File: src/rtl/minivan_pkg.sv
// Shared types and constants for the minivan register-bus slice.
package minivan_pkg;

  typedef enum logic [2:0] {
    IDLE  = 3'd0,
    CMD   = 3'd1,
    ADDR  = 3'd2,
    WDATA = 3'd3,
    RDATA = 3'd4
  } spi_rb_state_t;

  localparam int SPI_CMD_WRITE_BIT = 7;

endpackage

File: src/rtl/spi_sync_edge.sv
// Two-flop synchroniser for one asynchronous input, with single-cycle
// rise/fall pulses derived from the synchronised level.
module spi_sync_edge (
  input  logic clk,
  input  logic reset,
  input  logic din,
  output logic level,
  output logic rise,
  output logic fall
);

  logic meta;
  logic sync;
  logic prev;

  // NOTE: sequential state uses non-blocking assignments so every flop samples pre-edge values.
  always_ff @(posedge clk or posedge reset) begin
    if (reset) begin
      meta <= 1'b0;
      sync <= 1'b0;
      prev <= 1'b0;
    end else begin
      meta <= din;
      sync <= meta;
      prev <= sync;
    end
  end

  assign level = sync;
  assign rise  = sync & ~prev;
  assign fall  = ~sync & prev;

endmodule

File: src/rtl/spi_rb_master.sv
// SPI mode-0 slave that turns host frames (cmd, address, data burst) into
// register-bus reads and writes.
module spi_rb_master
  import minivan_pkg::*;
#(
  parameter int ADR_BITS = 8,
  parameter int READ_LAT = 1
) (
  input  logic                clk,
  input  logic                reset,
  input  logic                spi_sclk,
  input  logic                spi_csn,
  input  logic                spi_mosi,
  output logic                spi_miso,
  output logic                spi_miso_oe,
  output logic [ADR_BITS-1:0] address,
  output logic [7:0]          data_write_in,
  input  logic [7:0]          data_read_out,
  output logic                reg_en,
  output logic                write_en,
  output logic                frame_err
);

  localparam logic [ADR_BITS-1:0] ADDR_ONE = ADR_BITS'(1);
  localparam logic [7:0]          LAT_INIT = 8'(READ_LAT);

  logic sclk_level, sclk_rise, sclk_fall;
  logic csn_level,  csn_rise,  csn_fall;
  logic mosi_level, mosi_rise, mosi_fall;

  spi_sync_edge u_sync_sclk (
    .clk(clk), .reset(reset), .din(spi_sclk),
    .level(sclk_level), .rise(sclk_rise), .fall(sclk_fall)
  );

  spi_sync_edge u_sync_csn (
    .clk(clk), .reset(reset), .din(spi_csn),
    .level(csn_level), .rise(csn_rise), .fall(csn_fall)
  );

  spi_sync_edge u_sync_mosi (
    .clk(clk), .reset(reset), .din(spi_mosi),
    .level(mosi_level), .rise(mosi_rise), .fall(mosi_fall)
  );

  logic unused_edges;
  assign unused_edges = &{1'b0, sclk_level, mosi_rise, mosi_fall};

  spi_rb_state_t       state;
  logic [2:0]          bit_cnt;
  logic [7:0]          rx_shift;
  logic [7:0]          tx_shift;
  logic [7:0]          hold_data;
  logic                is_write;
  logic [ADR_BITS-1:0] cur_addr;
  logic                fetching;
  logic [7:0]          fetch_cnt;
  logic [7:0]          rx_byte;

  assign rx_byte  = {rx_shift[6:0], mosi_level};
  assign spi_miso = tx_shift[7];

  always_ff @(posedge clk or posedge reset) begin
    if (reset) begin
      state         <= IDLE;
      bit_cnt       <= 3'd0;
      rx_shift      <= 8'd0;
      tx_shift      <= 8'd0;
      hold_data     <= 8'd0;
      is_write      <= 1'b0;
      cur_addr      <= '0;
      fetching      <= 1'b0;
      fetch_cnt     <= 8'd0;
      address       <= '0;
      data_write_in <= 8'd0;
      reg_en        <= 1'b0;
      write_en      <= 1'b0;
      frame_err     <= 1'b0;
      spi_miso_oe   <= 1'b0;
    end else begin
      write_en  <= 1'b0;
      frame_err <= 1'b0;
      if (write_en) reg_en <= 1'b0;

      // Read sequencer runs independently of csn so an aborted fetch still finishes on the bus.
      if (fetching) begin
        if (fetch_cnt == 8'd0) begin
          hold_data <= data_read_out;
          reg_en    <= 1'b0;
          fetching  <= 1'b0;
        end else begin
          fetch_cnt <= fetch_cnt - 8'd1;
        end
      end

      if (csn_level) begin
        state       <= IDLE;
        bit_cnt     <= 3'd0;
        tx_shift    <= 8'd0;
        spi_miso_oe <= 1'b0;
        if (csn_rise && bit_cnt != 3'd0) frame_err <= 1'b1;
      end else if (state == IDLE) begin
        if (csn_fall) begin
          state   <= CMD;
          bit_cnt <= 3'd0;
        end
      end else begin
        if (sclk_rise) begin
          bit_cnt  <= bit_cnt + 3'd1;
          rx_shift <= rx_byte;
          if (bit_cnt == 3'd7) begin
            case (state)
              CMD: begin
                is_write <= rx_byte[SPI_CMD_WRITE_BIT];
                state    <= ADDR;
              end
              ADDR: begin
                cur_addr <= rx_byte[ADR_BITS-1:0];
                if (is_write) begin
                  state <= WDATA;
                end else begin
                  state       <= RDATA;
                  spi_miso_oe <= 1'b1;
                  address     <= rx_byte[ADR_BITS-1:0];
                  reg_en      <= 1'b1;
                  fetching    <= 1'b1;
                  fetch_cnt   <= LAT_INIT;
                end
              end
              WDATA: begin
                address       <= cur_addr;
                data_write_in <= rx_byte;
                write_en      <= 1'b1;
                reg_en        <= 1'b1;
                cur_addr      <= cur_addr + ADDR_ONE;
              end
              default: ;
            endcase
          end
        end

        // The fall that closes a byte presents the next byte's MSB and prefetches the one after.
        if (sclk_fall && state == RDATA) begin
          if (bit_cnt == 3'd0) begin
            tx_shift  <= hold_data;
            address   <= cur_addr + ADDR_ONE;
            cur_addr  <= cur_addr + ADDR_ONE;
            reg_en    <= 1'b1;
            fetching  <= 1'b1;
            fetch_cnt <= LAT_INIT;
          end else begin
            tx_shift <= {tx_shift[6:0], 1'b0};
          end
        end
      end
    end
  end

endmodule
File: config.mk
export PLATFORM = sky130hd
export DESIGN_NAME = spi_rb_master
export DESIGN_NICKNAME = d
export VERILOG_FILES = /design/src/rtl/minivan_pkg.sv /design/src/rtl/spi_sync_edge.sv /design/src/rtl/spi_rb_master.sv
export SDC_FILE = /design/constraint.sdc
export NUM_CORES = 1
export LEC_CHECK = 0
export BUFFER_PORTS_ARGS = -buffer_cell sky130_fd_sc_hd__buf_2
export CORE_MARGIN = 3
export CORE_UTILIZATION = 45
export DETAILED_ROUTE_END_ITERATION = 7
export PLACE_DENSITY_LB_ADDON = 0.12
export SLEW_MARGIN = 20
export SYNTH_ARGS = -nofsm -noshare
export SYNTH_HDL_FRONTEND = slang
export SYNTH_HIERARCHICAL = 1
export SYNTH_SLANG_ARGS = --single-unit
File: constraint.sdc
create_clock -name clk -period 5.4 [get_ports clk]
set_input_delay 0.54 -clock clk [delete_from_list [all_inputs] [get_ports clk]]
set_output_delay 0.54 -clock clk [all_outputs]
set_load 0.005 [all_outputs]
After elaboration in Yosys (flattened, before gate mapping)
Index checks and enable logic that the tools add are counted.
{"block": "classes", "bitwise_logic": 9, "mux": 70, "n_reduce_logical": 22, "add_sub_neg": 3, "eq_ne": 8}
{"op": "two-way mux 8 bit", "count": 23}
{"op": "two-way mux 1 bit", "count": 33}
{"op": "one-hot mux 8 bit (2 select lines)", "count": 2}
{"op": "two-way mux 3 bit", "count": 10}
{"op": "AND reduction 5 bit", "count": 3}
{"op": "nonzero test 3 bit", "count": 3}
{"op": "adder 8 x 1 -> 8 bit, second input constant", "count": 1}
{"op": "logical NOT 8 bit", "count": 1}
{"op": "AND reduction 2 bit", "count": 4}
{"op": "nonzero test 2 bit", "count": 4}
{"op": "subtractor 8 x 1 -> 8 bit, second input constant", "count": 1}
{"op": "== test 3 x 2 -> 1 bit, second input constant", "count": 2}
{"op": "== test 3 bit, second input constant", "count": 2}
{"op": "logical NOT 3 bit", "count": 2}
{"op": "one-hot mux 3 bit (2 select lines)", "count": 1}
{"op": "inverter 1 bit", "count": 5}
{"op": "bitwise AND 1 bit", "count": 4}
{"op": "!= test 2 x 1 -> 1 bit, second input constant", "count": 2}
{"op": "AND reduction 4 bit", "count": 1}
{"op": "nonzero test 4 bit", "count": 1}
{"op": "adder 3 x 1 -> 3 bit, second input constant", "count": 1}
{"op": "== test 3 x 1 -> 1 bit, second input constant", "count": 1}
{"op": "!= test 3 x 2 -> 1 bit, second input constant", "count": 1}
{"op": "AND reduction 3 bit", "count": 1}
{"op": "other kinds (2)", "count": 3}
{"block": "totals", "regBits": 75, "inputBits": 13, "wordCells": 135, "output_inout_bits": 21}

Logic depth before layout (Yosys ltp)
Gate-level depths: netlist of run 1.
{"block": "depth", "ltp_word": 11, "ltp_mapped": 7, "ltp_nobuf": 6}

Hierarchy
The synthesis of run 1 kept the hierarchy.
{"mod": "spi_rb_master", "area_each_um2": 3498.4, "cells_each": 317, "seq_area_each_um2": 1676.6, "instances": 1}
{"mod": "spi_sync_edge", "area_each_um2": 93.8, "cells_each": 6, "seq_area_each_um2": 75.1, "instances": 3}

Worst setup path after synthesis of run 1
OpenSTA, ideal clock, no wires.
{"block": "synth_path", "path_kind": "reg-to-reg", "startpoint": "reg bit_cnt[0]", "endpoint": "reg data_write_in[0]", "setup_slack_ns": 3.604, "setup_time_ns": 0.125, "n_path_buf": 1, "required_time_ns": 5.275, "arrival_ns": 1.671, "period_less_slack_ns": 1.796, "path_stages_with_launch": 8, "path_cell_list": "dfrtp_1 > ha_1 > ha_1 > and4b_1 > buf_2 > nand2_1 > nor2_4 > mux2_2"}
{"block": "synth_between", "elab_chain_cells": 2}
{"element": "start: declaration", "line": "spi_rb_master.sv:50", "source": "logic [2:0] bit_cnt;"}
{"element": "start signal: assignment", "line": "spi_rb_master.sv:109", "source": "bit_cnt <= bit_cnt + 3'd1;"}
{"element": "== test 3 bit", "line": "spi_rb_master.sv:111", "source": "if (bit_cnt == 3'd7) begin"}
{"element": "AND reduction 5 bit (no line)"}
{"element": "end signal: assignment", "line": "spi_rb_master.sv:132", "source": "data_write_in <= rx_byte;"}
{"element": "end: declaration", "line": "spi_rb_master.sv:17", "source": "output logic [7:0] data_write_in,"}
No other way between the ends.
A chain may end at the register's enable or synchronous reset.

Worst setup path in the final report of run 1
{"block": "layout_path", "startpoint": "reg state[0]", "endpoint": "reg rx_shift[6]"}
{"block": "layout_between", "elab_chain_cells": 3}
{"element": "start: declaration", "line": "spi_rb_master.sv:49", "source": "spi_rb_state_t state;"}
{"element": "start signal: assignment", "line": "spi_rb_master.sv:65", "source": "state <= IDLE;"}
{"element": "start signal: assignment", "line": "spi_rb_master.sv:97", "source": "state <= IDLE;"}
{"element": "start signal: assignment", "line": "spi_rb_master.sv:104", "source": "state <= CMD;"}
{"element": "logical NOT 3 bit", "line": "spi_rb_master.sv:102", "source": "end else if (state == IDLE) begin"}
{"element": "inverter 1 bit (no line)"}
{"element": "AND reduction 3 bit (no line)"}
{"element": "end signal: assignment", "line": "spi_rb_master.sv:110", "source": "rx_shift <= rx_byte;"}
{"element": "end: declaration", "line": "spi_rb_master.sv:51", "source": "logic [7:0] rx_shift;"}
No other way between the ends.

==> results of run 1 <==
layer usage:
metal	up-vias	track usage	share of wire
li1	1257	-	-
met1	1289	0.244	0.49
met2	76	0.262	0.46
met5	-	0	0
met4	0	0.0648	0.0097
met3	6	0.0438	0.045
worst reg2reg max path, delay by kind of cell (launching register included):
kind	cells	cell delay (ns)
AND/OR/NAND/NOR	3	1.22
flip-flops	1	0.92
multiplexers	1	0.35
worst max path at each step:
stage / cells after the start / slack [ns] / end
2_1_floorplan: 1 / 3.18 / address[0]
3_3_place_gp: 4 / 2.90 / rx_shift[3]
3_5_place_dp: 4 / 2.84 / rx_shift[0]
4_1_cts: 4 / 2.82 / rx_shift[6]
5_1_grt: 4 / 2.65 / rx_shift[5]
6_report: 4 / 2.79 / rx_shift[6]
final cells by class:
type | count | area share
clock buffers | 12 | 0.0375
clock inverters | 4 | 0.0118
inverters | 17 | 0.0154
multi-input cells | 223 | 0.409
flip-flops and latches | 75 | 0.454
well taps | 102 | 0.0308
repair buffers | 34 | 0.0417
state kept, by name (all words and copies together), names as in the netlist, 3 cells and up:
name and flops:
bit_cnt 3, tx_shift 8, rx_shift 7, hold_data 8
state 3, address 8, data_write_in 8, cur_addr 8
fetch_cnt 8
through the flow:
| stage | cell area [µm²] | util |
|---|---|---|
| final | 4140 | 0.525 |
| after global routing | 4140 | 0.525 |
| after CTS | 4140 | 0.525 |
| after detailed placement | 3930 | 0.499 |
| after global placement | 3930 | 0.499 |
| after floorplan | 3740 | - |
layout by cell type (no fill, tap or decap), types with 7 or more instances in the layout:
master / count
sky130_fd_sc_hd__a22o_1: 10
sky130_fd_sc_hd__buf_2: 33
sky130_fd_sc_hd__nand2_1: 26
sky130_fd_sc_hd__mux2_4: 9
sky130_fd_sc_hd__dfrtp_1: 75
sky130_fd_sc_hd__o21ai_0: 7
sky130_fd_sc_hd__nor3_1: 8
sky130_fd_sc_hd__mux2_2: 18
sky130_fd_sc_hd__inv_1: 16
sky130_fd_sc_hd__a21oi_1: 12
sky130_fd_sc_hd__a22oi_1: 8
sky130_fd_sc_hd__nor2_1: 25
sky130_fd_sc_hd__a311oi_1: 8
sky130_fd_sc_hd__clkbuf_8: 11
where the power goes:
group	switching, mW	internal [mW]
Clock	0.202	0.238
Sequential	0.116	0.650
Combinational	0.193	0.179
Total	0.511	1.07
==> impl_summary.txt, run 1 <==
----------------------------------------------------
[Timing]
  Actual slew at the worst max-slew pin ... 0.881 ns
  Final critical path time including I/O delays and setup ... 2.61 ns
  Number of setup violations in the final report ... 0
  Worst hold slack ... 0.0655 ns
  Normalized max-slew margin ... 0.413
  Unrepaired setup endpoints after global routing ... no
  Maximum clock frequency ... 0.383 GHz
  Setup Skew ... 0.00702 ns
  Endpoints failing hold ... 0
  Final cycle utilization of the critical path ... 0.483
  Worst Setup Slack, final ... 2.79 ns
  Total Negative Setup Slacks ... 0 ns
  Max-slew violation count ... 0

[Logic synthesis]
  Yosys warns ... 6
  Post-Syn Instances ... 332
  Avg Cell Area, Syn ... 11.3 µm²
  Summed instance area of the synthesized netlist ... 3740 µm²
  Syn Nets ... 351

[Setup path]
  Launch instance of the worst register-to-register path ... state[0]
  Kind of cell with the highest combined delay on the critical path ... simple AND/OR/NAND/NOR gates
  Arrival time at the worst endpoint ... 2.84 ns
  Number of buffers and inverters on the critical path ... 0
  Max stage delay cell, worst path ... sky130_fd_sc_hd__dfrtp_1
  Cell Chain, Critical Path ... nor3_4 -> nor2_2 -> and2_1 -> mux2_4
  Critical register-to-register path endpoint ... rx_shift[6]
  Worst setup path startpoint ... state[0]
  Critical path class ... flip-flop to flip-flop
  Delay of the slowest critical-path stage ... 0.92 ns
  Nature of the critical path startpoint ... flip-flop
  Worst-case reg-to-reg path depth ... 4
  Data required time of the worst path ... 5.63 ns
  Register-to-register setup slack ... 2.79 ns
  Highest fanout seen on the critical path ... 27
  Nature of the critical path endpoint ... flip-flop

[Die]
  Placeable Area ... 7890 µm²
  Io pins ... 34
  Total Die Area ... 9440 µm²
  Die Y ... 97.2 µm
  Starting density of the core ... 0.474
  Chip Width ... 97.2 µm
  FP Rows ... 32

[Routing]
  1st-iter DRT viols ... 168
  Routed Antenna Nets ... 0
  Routed length per instance ... 16.7 µm
  DRC Markers ... 0
  Via count normalized by instance count ... 5.63
  Detailed-routing iteration count for the pre-antenna-repair pass ... 5
  Detailed-route via count ... 2,628
  Wire length after detailed routing ... 7810 µm

[Finish]
  Seq. cell area ... 1880 µm²
  Number of cells in the finished layout apart from fillers ... 467
  Total inserted antenna cells ... 0
  Combined area of the multi-input logic cells ... 1690 µm²
  Area growth from synthesis to final layout ... 10.6%
  Total of fill cells in the finished design ... 718
  Share of final-layout standard cells stronger than drive strength 1 ... 0.255
  Final-stage net count ... 379

[Clock network]
  Clock edge transition at the registers on the reported setup and hold paths ... 0.07 ns
  CTS tree ... built
  Total of cells resized after clock tree synthesis ... 0
  Number of buffers inserted during clock tree synthesis ... 9
  Num Clock Sinks ... 75
  CTS Root Cell ... sky130_fd_sc_hd__clkbuf_8
  Number of hold buffers added after CTS ... 0
  Longest Clk Path Bufs ... 2
  Maximum level of the CTS H-tree ... 3
  Post-CTS setup buffers ... 0
  Insertion delay to the later sink of the worst-skew pair ... 0.34 ns

[Pwr]
  Power per cell area ... 381 nW/µm²
  Static power due to leakage ... 1.93 nW
  Maximum VDD drop ... 0.000174 V
  Pwr Total ... 1.58 mW

[Place]
  Global placer's final weighted congestion ... 0.887
  HPWL after detailed placement ... 5390 µm
  Buffers added on ports ... 33
  Cells after DPL ... 451
  Placement-stage worst setup slack ... 2.84 ns

[GRT]
  Global-route wire length before repair ... 13,300 µm
  Antenna violations before repair ... 0
  Maximum number of pins on one net before global-route repair ... 68
  Overall routing resource usage ... 0.174
  Global route overflow ... 0
  Vias in the first global route ... 2,695

[Job]
  Number of maximum-capacitance constraint violations ... 0

[Run status]
  Run status ... finished clean

[Min path]
  Hold WC Path Type ... input port to async pin

----------------------------------------------------
(Power assumes the default switching activity.)
==> run 2: changes to the inputs <==
==> constraint.sdc (replaced) <==
create_clock -name clk -period 2.73 [get_ports clk]
set_input_delay 0.273 -clock clk [delete_from_list [all_inputs] [get_ports clk]]
set_output_delay 0.273 -clock clk [all_outputs]
set_load 0.005 [all_outputs]
==> run 2 against run 1 <==
Against the previous run:
- total power is 120% higher
- fmax rose by 24%
- first-iteration DRC count increased by 37%
- global-route usage rose by 0.14 points
- largest power group unchanged
- sequential share of layout area fell by 1.4 points
- final area up 3.3%
- clock skew increased by 0.0064 ns
- critical path depth grew 2
- die area unchanged
- worst hold slack got worse by 0.038 ns
- routed wire length up 0.92%
==> impl_summary.txt, run 2 (synthesis gave the netlist of run 1 again) <==
----------------------------------------------------
[Routing]
  Detailed-route via count ... 2,675 (+1.8%)
  Routed Antenna Nets ... 0 (unchanged)
  Routed length per instance ... 16.7 µm (-0.15%)
  Wire length after detailed routing ... 7880 µm (+0.92%)
  Detailed-routing iteration count for the pre-antenna-repair pass ... 4 (-1)
  1st-iter DRT viols ... 230 (+37%)
  Via count normalized by instance count ... 5.67 (+0.71%)
  DRC Markers ... 0 (unchanged)

[Clock network]
  Maximum level of the CTS H-tree ... 3 (unchanged)
  CTS tree ... built
  CTS Root Cell ... sky130_fd_sc_hd__clkbuf_8
  Num Clock Sinks ... 75 (unchanged)
  Number of buffers inserted during clock tree synthesis ... 9 (unchanged)
  Insertion delay to the later sink of the worst-skew pair ... 0.36 ns (+0.02 ns)
  Clock edge transition at the registers on the reported setup and hold paths ... 0.07 ns (about the same)
  Longest Clk Path Bufs ... 2 (unchanged)

[Min path]
  Hold WC Path Type ... input port to flip-flop
  Hold Path Origin ... spi_csn
  Capture endpoint of the worst hold path ... u_sync_csn/meta
  Worst hold path depth ... 1

[Die]
  Total Die Area ... 9440 µm² (unchanged)
  Io pins ... 34 (unchanged)
  FP Rows ... 32 (unchanged)
  Die Y ... 97.2 µm (unchanged)
  Starting density of the core ... 0.474 (unchanged)
  Placeable Area ... 7890 µm² (unchanged)
  Chip Width ... 97.2 µm (unchanged)

[Setup path]
  Nature of the critical path startpoint ... flip-flop
  Worst-case reg-to-reg path depth ... 6 (+2)
  Critical path class ... flip-flop to flip-flop
  Nature of the critical path endpoint ... flip-flop
  Highest fanout seen on the critical path ... 9 (-67%)
  Launch instance of the worst register-to-register path ... bit_cnt[0]
  Critical register-to-register path endpoint ... data_write_in[7]
  Arrival time at the worst endpoint ... 2.34 ns (-0.50 ns)
  Register-to-register setup slack ... 0.62 ns (-2.17 ns)
  Data required time of the worst path ... 2.96 ns (-2.67 ns)

[Run status]
  Run status ... finished clean

[Job]
  Number of maximum-capacitance constraint violations ... 0 (unchanged)

[GRT]
  Global route overflow ... 0 (unchanged)
  Overall routing resource usage ... 0.176 (+0.00136)
  Antenna violations before repair ... 0 (unchanged)
  Maximum number of pins on one net before global-route repair ... 40 (-41%)
  Global-route wire length before repair ... 13,400 µm (+1.3%)
  Vias in the first global route ... 2,642 (-2.0%)

[Timing]
  Endpoints failing hold ... 0 (unchanged)
  Worst hold slack ... 0.0280 ns (-0.0376 ns)
  Setup Skew ... 0.0134 ns (+0.00639 ns)
  Total Negative Setup Slacks ... 0 ns (unchanged)
  Maximum clock frequency ... 0.475 GHz (+24%)
  Normalized max-slew margin ... 0.522 (+0.109)
  Final critical path time including I/O delays and setup ... 2.11 ns (-0.503 ns)
  Final cycle utilization of the critical path ... 0.772 (+0.289)
  Number of setup violations in the final report ... 0 (unchanged)
  Actual slew at the worst max-slew pin ... 0.708 ns (-0.173 ns)
  Max-slew violation count ... 0 (unchanged)
  Unrepaired setup endpoints after global routing ... no

[Finish]
  Top library cells by usage in the layout, fill and taps aside ... sky130_fd_sc_hd__dfrtp_1 (75), sky130_fd_sc_hd__buf_2 (33), sky130_fd_sc_hd__nand2_1 (26)
  Combined area of the multi-input logic cells ... 1690 µm² (unchanged)
  Seq. cell area ... 1880 µm² (unchanged)
  Final-stage net count ... 384 (+1.3%)
  Leading cell type in the layout, fill and taps excluded ... sky130_fd_sc_hd__dfrtp_1
  Total of fill cells in the finished design ... 687 (-4.3%)
  Area growth from synthesis to final layout ... 14.3%
  Share of final-layout standard cells stronger than drive strength 1 ... 0.265 (+0.0101)
  Total inserted antenna cells ... 0 (unchanged)
  Layout Cell Area excl Fill ... 4270 µm² (+3.3%)

[Pwr]
  Maximum VDD drop ... 0.000390 V (+120%)
  Power per cell area ... 819 nW/µm² (+110%)
  Pwr Total ... 3.50 mW (+120%)
  Static power due to leakage ... 2.00 nW (+3.4%)

[Place]
  HPWL after detailed placement ... 5450 µm (+1.1%)
  Buffers added on ports ... 33 (unchanged)
  Global placer's final weighted congestion ... 0.841 (-5.2%)
  Instance area at placement ... 3980 µm² (+1.1%)

----------------------------------------------------
-- run 2: routing by layer --
layer	track usage	wire, µm
met1	0.256	3830
met2	0.256	3490
met3	0.0531	479
met4	0.0454	82
met5	0	0
-- run 2: power by group --
part,total [mW],switching (mW),internal (mW)
sequential,1.49,0.201,1.29
combinational,0.793,0.423,0.370
clock,1.22,0.427,0.792
-- run 2: timing repair --
action                    CTS  global route
hold endpoints to repair    8             0
buffers inserted            0             0
hold buffers                1             0
resized for setup           0             0
-- run 2: how the worst max path moves through the flow --
| stage | endpoint | slack, ns | start | depth (start not counted) |
|---|---|---|---|---|
| 6_report | data_write_in[7] | 0.62 | bit_cnt[0] | 6 |
| 5_1_grt | data_write_in[7] | 0.47 | bit_cnt[1] | 6 |
| 4_1_cts | data_write_in[7] | 0.65 | bit_cnt[1] | 6 |
| 3_5_place_dp | data_write_in[1] | 0.65 | bit_cnt[1] | 6 |
| 3_3_place_gp | cur_addr[0] | 0.70 | bit_cnt[0] | 6 |
| 2_1_floorplan | address[0] | 0.77 | reset | 1 |
-- run 2: worst max-delay path, stage by stage (launching register included) --
cell	delay (ns)
sky130_fd_sc_hd__dfrtp_1	0.38
sky130_fd_sc_hd__ha_1	0.16
sky130_fd_sc_hd__ha_1	0.20
sky130_fd_sc_hd__and4b_1	0.39
sky130_fd_sc_hd__nand2_1	0.22
sky130_fd_sc_hd__nor2_4	0.28
sky130_fd_sc_hd__mux2_2	0.37
-- run 2: final cells by class --
class / instances / area share
multi-input cells: 223 / 0.396
flip-flops and latches: 75 / 0.439
well taps: 102 / 0.0299
clock buffers: 9 / 0.0290
repair buffers: 39 / 0.0527
clock inverters: 7 / 0.0383
inverters: 17 / 0.0149
-- run 2: through the flow --
| stage | utilization | worst slack [ns] | cells |
|---|---|---|---|
| global route | 0.542 | 0.470 | 472 |
| finish | 0.542 | 0.623 | 472 |
| CTS | 0.542 | 0.645 | 472 |
| detailed placement | 0.504 | 0.647 | 455 |
| floorplan | - | 0.774 | 332 |
| global placement | 0.504 | 0.702 | 455 |
==> run 3: changes to the inputs <==
==> constraint.sdc (replaced) <==
create_clock -name clk -period 1.9 [get_ports clk]
set_input_delay 0.19 -clock clk [delete_from_list [all_inputs] [get_ports clk]]
set_output_delay 0.19 -clock clk [all_outputs]
set_load 0.005 [all_outputs]
==> run 3 against run 2 <==
Against the previous run:
- sequential power grew 42%
- final area is 4.4% higher
- worst hold slack gained 0.044 ns
- largest cell class unchanged
- highest routed layer unchanged
==> impl_summary.txt, run 3 (synthesis gave the netlist of run 1 again) <==
----------------------------------------------------
[Min path]
  Hold WC Path Type ... input port to flip-flop
  Capture endpoint of the worst hold path ... hold_data[5]
  Hold Path Origin ... data_read_out[5]
  Worst hold path depth ... 2 (+1)

[Pwr]
  Part of the power in the clock network ... 0.283 (-0.065)
  Fraction of power consumed by combinational cells ... 0.278 (+0.051)
  Power per cell area ... 1080 nW/µm² (+32%)
  Sequential share of power ... 0.439 (+0.014)
  Total net switching power ... 1.53 mW (+46%)
  Cell-internal power ... 3.30 mW (+35%)
  Static power due to leakage ... 2.10 nW (+4.9%)
  Sw Share ... 0.316 (+0.0163)
  Maximum VDD drop ... 0.000521 V (+33%)

[Routing]
  Routed length per instance ... 16.0 µm (-4.1%)
  DRC Markers ... 0 (unchanged)
  Detailed-routing iteration count for the pre-antenna-repair pass ... 6 (+2)
  Routed Antenna Nets ... 0 (unchanged)
  1st-iter DRT viols ... 203 (-12%)
  Detailed-route via count ... 2,784 (+4.1%)
  Via count normalized by instance count ... 5.58 (-1.6%)
  Wire length after detailed routing ... 7990 µm (+1.4%)

[Finish]
  Final-stage net count ... 411 (+7.0%)
  Leading cell type in the layout, fill and taps excluded ... sky130_fd_sc_hd__dfrtp_1
  Number of cells in the finished layout apart from fillers ... 499 (+5.7%)
  Seq. cell area ... 1880 µm² (unchanged)
  Combined area of the multi-input logic cells ... 1710 µm² (+0.74%)
  Final core utilization ... 0.566 (+0.0241)
  Area growth from synthesis to final layout ... 19.4%
  Total of fill cells in the finished design ... 678 (-1.3%)
  Top library cells by usage in the layout, fill and taps aside ... sky130_fd_sc_hd__dfrtp_1 (75), sky130_fd_sc_hd__buf_2 (33), sky130_fd_sc_hd__nand2_1 (26)
  Share of final-layout standard cells stronger than drive strength 1 ... 0.315 (+0.0500)
  Total inserted antenna cells ... 0 (unchanged)
  Layout Cell Area excl Fill ... 4460 µm² (+4.4%)

[GRT]
  Overall routing resource usage ... 0.181 (+0.00487)
  Antenna violations before repair ... 0 (unchanged)
  Vias in the first global route ... 2,809 (+6.3%)
  Maximum number of pins on one net before global-route repair ... 68 (+70%)
  Global route overflow ... 0 (unchanged)
  Global-route wire length before repair ... 14,000 µm (+4.1%)

[Setup path]
  Data required time of the worst path ... 2.13 ns (-0.83 ns)
  Arrival time at the worst endpoint ... 2.05 ns (-0.29 ns)
  Nature of the critical path startpoint ... flip-flop
  Cell Chain, Critical Path ... nand4bb_4 -> buf_4 -> nor3_1 -> o21ai_0 -> a22o_1
  Delay of the slowest critical-path stage ... 0.51 ns (+0.12 ns)
  Highest fanout seen on the critical path ... 9 (unchanged)
  Launch instance of the worst register-to-register path ... state[1]
  Critical register-to-register path endpoint ... address[1]
  Critical path class ... flip-flop to flip-flop
  Nature of the critical path endpoint ... flip-flop
  Register-to-register setup slack ... 0.08 ns (-0.54 ns)
  Worst-case reg-to-reg path depth ... 5 (-1)
  Max stage delay cell, worst path ... sky130_fd_sc_hd__dfrtp_1

[Timing]
  Worst Setup Slack, final ... 0.0819 ns (-0.541 ns)
  Number of setup violations in the final report ... 0 (unchanged)
  Normalized max-slew margin ... 0.734 (+0.212)
  Max-slew violation count ... 0 (unchanged)
  Endpoints failing hold ... 0 (unchanged)
  Maximum clock frequency ... 0.550 GHz (+16%)
  Setup Skew ... 0.0101 ns (-0.00330 ns)
  Final cycle utilization of the critical path ... 0.957 (+0.185)
  Actual slew at the worst max-slew pin ... 0.399 ns (-0.309 ns)
  Final critical path time including I/O delays and setup ... 1.82 ns (-0.289 ns)

[Die]
  Io pins ... 34 (unchanged)
  FP Rows ... 32 (unchanged)
  Total Die Area ... 9440 µm² (unchanged)
  Starting density of the core ... 0.474 (unchanged)
  Die Y ... 97.2 µm (unchanged)
  Chip Width ... 97.2 µm (unchanged)
  Placeable Area ... 7890 µm² (unchanged)

[Clock network]
  Maximum level of the CTS H-tree ... 3 (unchanged)
  Clock edge transition at the registers on the reported setup and hold paths ... 0.08 ns (about the same)
  CTS Root Cell ... sky130_fd_sc_hd__clkbuf_8
  CTS tree ... built
  Longest Clk Path Bufs ... 2 (unchanged)
  Insertion delay to the later sink of the worst-skew pair ... 0.34 ns (-0.02 ns)
  Num Clock Sinks ... 75 (unchanged)
  Number of buffers inserted during clock tree synthesis ... 9 (unchanged)

[Place]
  Cells after DPL ... 477 (+4.8%)
  Instance area at placement ... 4150 µm² (+4.5%)
  Placement-stage worst setup slack ... 0.0802 ns (-0.567 ns)
  Global placer's final weighted congestion ... 0.868 (+3.3%)
  HPWL after detailed placement ... 5700 µm (+4.5%)
  Buffers added on ports ... 33 (unchanged)

[Job]
  Number of maximum-capacitance constraint violations ... 0 (unchanged)

[Run status]
  Run status ... finished clean

----------------------------------------------------
run 3: worst max path at each step:
| stage | end | startpoint | cells past startpoint | slack, ns |
|---|---|---|---|---|
| after floorplan | address[0] | reset | 1 | 0.03 |
| after global placement | cur_addr[3] | bit_cnt[0] | 7 | 0.11 |
| after CTS | data_write_in[7] | bit_cnt[0] | 6 | 0.07 |
| final | address[1] | state[1] | 5 | 0.08 |
| after detailed placement | data_write_in[0] | bit_cnt[0] | 6 | 0.08 |
| after global routing | address[1] | bit_cnt[1] | 7 | -0.04 |
run 3: cell type report:
type | count | area share
Tap cell | 102 | 0.0286
Timing Repair Buffer | 66 | 0.104
Multi-Input combinational cell | 223 | 0.382
Inverter | 17 | 0.0143
Clock inverter | 6 | 0.0199
Sequential cell | 75 | 0.420
Clock buffer | 10 | 0.0308
run 3: power groups by stage:
| stage | registers, mW | logic [mW] | clock network, mW |
|---|---|---|---|
| 2_1_floorplan | 2.02 | 1.02 | 0 |
| 5_1_grt | 2.16 | 1.50 | 1.47 |
| 3_5_place_dp | 2.15 | 1.32 | 0 |
| 6_report | 2.12 | 1.34 | 1.37 |
| 4_1_cts | 2.12 | 1.33 | 1.41 |
| 3_3_place_gp | 2.14 | 1.30 | 0 |
run 3: critical path, delay by kind of cell, from the launching register on:
| kind | cells | cell delay (ns) |
|---|---|---|
| flops | 1 | 0.51 |
| simple gates | 2 | 0.57 |
| buf+inv | 1 | 0.19 |
| compound gates | 2 | 0.44 |
run 3: per-stage QoR:
stage / hold slack, ns / setup TNS, ns / power (mW)
finish: 0.0721 / 0 / 4.83
CTS: 0.0612 / 0 / 4.86
floorplan: -0.0688 / 0 / 3.05
global route: 0.0707 / -0.0389 / 5.14
global placement: 0.0779 / 0 / 3.44
detailed placement: 0.0851 / 0 / 3.47
run 3: per-layer routing:
metal | global-route usage | wire (µm)
met1 | 0.259 | 3820
met2 | 0.272 | 3640
met3 | 0.0359 | 435
met4 | 0.0637 | 89
met5 | 0 | 0
run 3: repair_timing:
action / in CTS / in global routing
setup buffers: 0 / 2
hold buffers: 4 / 0
endpoints found under the setup margin: 0 / 16
endpoints found under the hold margin: 78 / 0
resized for setup: 0 / 6
